## config.mk

```make
export PLATFORM = sky130hd
export DESIGN_NAME = axi_wr_slave
export DESIGN_NICKNAME = d
export VERILOG_FILES = /design/src/rtl/axi_wr_slave.sv
export SDC_FILE = /design/constraint.sdc
export NUM_CORES = 1
export LEC_CHECK = 0
export CAP_MARGIN = 40
export CORE_MARGIN = 2
export CORE_UTILIZATION = 36
export DETAILED_ROUTE_END_ITERATION = 10
export PLACE_DENSITY = 0.93
export SLEW_MARGIN = 30
export SYNTH_ARGS = -nofsm -noshare
export SYNTH_HDL_FRONTEND = slang
export SYNTH_SLANG_ARGS = --single-unit
export TNS_END_PERCENT = 10
```

## constraint.sdc

```tcl
create_clock -name clk -period 1.95 [get_ports clk]
set_clock_uncertainty 0.05 [all_clocks]
set_input_delay 0.39 -clock clk [delete_from_list [all_inputs] [get_ports clk]]
set_output_delay 0.39 -clock clk [all_outputs]
set_load 0.05 [all_outputs]
```

## src/rtl/axi_wr_slave.sv

```systemverilog
// AXI write-channel slave: accepts one write burst at a time, streams the beats
// into a word-addressed SRAM write port, and returns a single B response.
module axi_wr_slave #(
  parameter int unsigned MEM_AW = 14
) (
  input  logic              clk,
  input  logic              rst,
  input  logic [7:0]        AWID_S,
  input  logic [31:0]       AWADDR_S,
  input  logic [3:0]        AWLEN_S,
  input  logic [2:0]        AWSIZE_S,
  input  logic [1:0]        AWBURST_S,
  input  logic              AWVALID_S,
  output logic              AWREADY_S,
  input  logic [31:0]       WDATA_S,
  input  logic [3:0]        WSTRB_S,
  input  logic              WLAST_S,
  input  logic              WVALID_S,
  output logic              WREADY_S,
  output logic [7:0]        BID_S,
  output logic [1:0]        BRESP_S,
  output logic              BVALID_S,
  input  logic              BREADY_S,
  output logic              mem_en,
  output logic [3:0]        mem_we,
  output logic [MEM_AW-1:0] mem_addr,
  output logic [31:0]       mem_wdata
);

  typedef enum logic [1:0] {
    IDLE = 2'd0,
    DATA = 2'd1,
    RESP = 2'd2
  } state_t;

  localparam logic [1:0] BURST_FIXED = 2'b00;
  localparam logic [1:0] BURST_INCR  = 2'b01;
  localparam logic [1:0] RESP_OKAY   = 2'h0;
  localparam logic [1:0] RESP_SLVERR = 2'h2;

  state_t      r_state;
  logic [7:0]  r_id;
  logic [31:0] r_addr;
  logic [3:0]  r_len;
  logic [3:0]  r_cnt;
  logic [1:0]  r_burst;
  logic        r_cap_err;
  logic        r_err;

  logic w_aw_hs;
  logic w_w_hs;
  logic w_last_beat;
  logic w_bad_req;
  logic w_unused_ok;

  assign w_aw_hs     = AWVALID_S && (r_state == IDLE);
  assign w_w_hs      = WVALID_S && (r_state == DATA);
  assign w_last_beat = (r_cnt == r_len);
  assign w_bad_req   = ((AWBURST_S != BURST_FIXED) && (AWBURST_S != BURST_INCR))
                       || (AWSIZE_S > 3'b010);

  // Only the word-address window of the running byte address reaches the memory.
  assign w_unused_ok = ^{AWADDR_S[31:MEM_AW+2], r_addr[31:MEM_AW+2], r_addr[1:0]};

  always_ff @(posedge clk or negedge rst) begin
    if (!rst) begin
      r_state   <= IDLE;
      r_id      <= '0;
      r_addr    <= '0;
      r_len     <= '0;
      r_cnt     <= '0;
      r_burst   <= '0;
      r_cap_err <= 1'b0;
      r_err     <= 1'b0;
    end else begin
      case (r_state)
        IDLE: begin
          if (w_aw_hs) begin
            r_id      <= AWID_S;
            r_addr    <= AWADDR_S;
            r_len     <= AWLEN_S;
            r_burst   <= AWBURST_S;
            r_cnt     <= '0;
            r_cap_err <= w_bad_req;
            r_err     <= w_bad_req;
            r_state   <= DATA;
          end
        end
        DATA: begin
          if (w_w_hs) begin
            if (r_burst == BURST_INCR) begin
              r_addr <= r_addr + 32'd4;
            end
            r_cnt <= r_cnt + 4'd1;
            // WLAST only flags an error; the beat count alone ends the burst.
            if (WLAST_S != w_last_beat) begin
              r_err <= 1'b1;
            end
            if (w_last_beat) begin
              r_state <= RESP;
            end
          end
        end
        RESP: begin
          if (BREADY_S) begin
            r_state <= IDLE;
          end
        end
        default: r_state <= IDLE;
      endcase
    end
  end

  assign AWREADY_S = (r_state == IDLE);
  assign WREADY_S  = (r_state == DATA);
  assign BVALID_S  = (r_state == RESP);
  assign BID_S     = r_id;
  assign BRESP_S   = ((r_state == RESP) && r_err) ? RESP_SLVERR : RESP_OKAY;

  // Requests rejected at capture still drain their beats, but never write.
  assign mem_en    = w_w_hs && !r_cap_err;
  assign mem_we    = mem_en ? WSTRB_S : '0;
  assign mem_addr  = r_addr[MEM_AW+1:2];
  assign mem_wdata = WDATA_S;

endmodule

```

==> impl_metrics.py <==
metrics = {
    "yosys": {
        "synth_warnings": 0,
        "synth_cell_types": 51,
        "yosysMostFrequentCell": "dfrtp_1",
        "synthXorXnorAreaFrac_pct": 1.932,
        "yosysTopAreaCellShare_pct": 39.74,
        "synth_ff_type": "dfrtp_1",
        "synth_compound_area_share_pct": 17.00,
        "avgSynthCellArea_sq_um": 9.944,
        "synth_area_sq_mm": 0.002267,
        "synth_top_family_by_area": "compound AO/OA/AOI/OAI gates",
        "synthMuxAreaShare_pct": 8.223,
        "yosys.area.top_type": "dfrtp_1",
        "async_flop_share_pct": 100.0,
        "synthTopCellsByArea": "dfrtp_1 40%, buf_4 11%, mux2_2 4.5%, a21oi_1 3.3%, mux2_4 3.3%",
        "synthAdderAreaFrac_pct": 1.104,
        "postSynthCellCount": 228,
        "synth_commonest_cells": "36 x dfrtp_1, 33 x buf_4, 15 x a21oi_1, 15 x nor2_1, 11 x nand2_1",
        "synth_edf_count": 0,
        "synth-seq-cells": 36,
        "yosysSeqAreaShare_pct": 39.74,
        "synthSimpleGateAreaFrac_pct": 16.11,
        "synth_fp_nets": 321,
    },
    "floorplanning": {
        "rows": 28,
        "die_y_microns": 83.36,
        "die_area_sq_mm": 0.006949,
        "ioPinCount": 155,
        "die_w_microns": 83.36,
        "initial_core_util_pct": 37.84,
        "core_area_sq_mm": 0.005991,
    },
    "clock_network": {
        "clkTransAtPathRegs_ns": 0.07,
        "cts_root_buf": "clkbuf_8",
        "h-tree-depth": 2,
        "hold_buffers": 0,
        "cts_buffers": 5,
        "clk_path_buf_depth": 2,
        "insertion_delay_ns": 0.29,
        "cts_tree": "built",
        "cts_sinks": 36,
    },
    "timing": {
        "setup_viol": 0,
        "maxSlewViolCount": 0,
        "layout_setup_ws_ns": 0.04000,
        "min_period_over_period_pct": 97.95,
        "slew_headroom_pct": 65.95,
        "period_minus_slack_ns": 1.910,
        "maxClockFrequency_mhz": 523.6,
        "hold_violations": 0,
        "tightestPinTransition_ns": 0.5091,
        "grt_setup_unrepaired": "yes",
    },
    "place": {
        "hpwl_microns": 4199,
        "portBuffers": 71,
        "pre_cts_ws_ns": -0.02886,
        "place_area_sq_mm": 0.002930,
        "place_congestion": 0.8504,
        "dp.cells": 344,
    },
    "finish": {
        "final_util_pct": 50.73,
        "syn_to_final_growth_pct": 34.05,
        "design_area_sq_mm": 0.003039,
        "drive_above_1_share_pct": 27.24,
        "regArea_sq_um": 902.1,
        "fin_cells": 354,
        "antennaDiodeCount": 0,
        "multi_input_area_sq_mm": 0.001025,
        "finalNetCount": 371,
        "fill_cells": 510,
    },
    "setup_path": {
        "path_class": "input port to primary output",
        "required_ns": 1.51,
        "arrival_ns": 1.47,
        "critPathLaunchType": "input port",
        "end_kind": "primary output",
        "worstPathMaxFanout": 5,
    },
    "flow_run": {
        "max-cap-violations": 0,
    },
    "route": {
        "dr.pass1.iters": 4,
        "initialDrtViolationCount": 120,
        "drc": 0,
        "vias": 1881,
        "viasPerCell": 5.314,
        "avgRoutedWirePerCell_microns": 15.62,
        "drtAntennaViolNets": 0,
        "routed_wl_microns": 5528,
    },
    "pwr": {
        "p_total_w": 0.005281,
        "powerDensity_mw_per_mm2": 1738,
        "max-vdd-ir-drop_mv": 0.8988,
        "p_leak_nw": 1.274,
    },
    "status": {
        "status": "completed",
    },
    "global_routing": {
        "gr-total-overflow": 0,
        "antenna_found_initial": 0,
        "grt_pass1_vias": 1949,
        "grt_pass1_wl_microns": 9246,
        "grt_start_max_net_pins": 37,
        "grt_usage_pct": 16.23,
    },
    "worst_hold_path": {
        "hold_path_class": "input port to async pin",
    },
}
-- final cells by class --
cell class / count / area share (%)
Clock buffer: 8 / 2.964
Inverter: 4 / 0.4940
Multi-Input combinational cell: 143 / 33.72
Sequential cell: 36 / 29.68
Tap cell: 75 / 3.088
Timing Repair Buffer: 88 / 30.05
-- registers in the layout, indices dropped and copies added (netlist names) --
signal     flops
BID_S          8
r_burst        2
r_cnt          4
r_addr        14
r_len          4
r_err          1
r_cap_err      1
r_state        2
-- kinds of logic after synthesis --
family,count (synthesis)
compound gates,57
flops,36
other cells,1
mux,15
simple gates,63
xor+xnor,5
buf+inv,49
fa+ha+maj,2
-- cells in the final DEF (no fill, tap or decap), types with 3 or more instances in the layout --
| cell | instances |
|---|---|
| a32oi_1 | 3 |
| buf_4 | 29 |
| buf_12 | 11 |
| mux2_4 | 5 |
| o21ai_1 | 8 |
| and2_1 | 6 |
| clkbuf_8 | 6 |
| o21ai_0 | 7 |
| xor2_1 | 5 |
| nand3b_1 | 3 |
| nand2_1 | 11 |
| dfrtp_1 | 35 |
| nand4_1 | 3 |
| o22ai_1 | 3 |
| mux2_2 | 9 |
| inv_1 | 3 |
| a21oi_1 | 15 |
| nand3_1 | 6 |
| nor2_1 | 14 |
| clkdlybuf4s50_1 | 47 |
| a31oi_1 | 4 |
-- through the flow --
stage / hold slack, ns / TNS (ns)
floorplan: 0.04441 / -1.486
global placement: 0.4096 / 0
detailed placement: 0.4150 / -0.05528
CTS: 0.1022 / 0
global route: 0.1290 / -0.07184
finish: 0.09121 / 0
-- metal layers --
metal / up-vias / share of wire (%) / GRT usage [%]
met2: 82 / 50 / 27.05
met3: 23 / 9.4 / 5.765
met5: - / 0 / 0
met1: 893 / 38 / 18.99
met4: 0 / 2.3 / 6.557
li1: 883 / - / -
-- critical path: stages --
cell	delay (ns)
clkdlybuf4s50_1	0.51
nand2_1	0.11
nor2_4	0.13
and2_1	0.19
buf_12	0.15
-- report_power, final --
| part | internal (W) | total (W) | switching (W) |
|---|---|---|---|
| Sequential | 0.00111 | 0.00147 | 0.000362 |
| Combinational | 0.00133 | 0.00327 | 0.00194 |
| Clock | 0.000288 | 0.000542 | 0.000254 |
| Total | 0.00273 | 0.00528 | 0.00255 |
-- timing repair --
action	4_1_cts	5_1_grt
endpoints found under the setup margin	6	4
buffers inserted	2	0
gates resized for setup	1	1
-- worst paths after layout --
| check | startpoint | endpoint | slack (ns) | cells past startpoint |
|---|---|---|---|---|
| worst max-delay path | WVALID_S | mem_we[3] | 0.04 | 5 |
| worst min-delay path | rst | BID_S[5]$_DFFE_PN0P_ | 0.09 | 2 |
| worst max register to register | r_state[0]$_DFFE_PN0P_ | r_addr[7]$_DFFE_PN0P_ | 0.18 | 6 |
| worst min register to register | BID_S[3]$_DFFE_PN0P_ | BID_S[3]$_DFFE_PN0P_ | 0.46 | 1 |
| max in group asynchronous | rst | r_state[0]$_DFFE_PN0P_ | 1.41 | 2 |
| min in group clk | BID_S[3]$_DFFE_PN0P_ | BID_S[3]$_DFFE_PN0P_ | 0.46 | 1 |
Power figures use the tool's default switching activity.
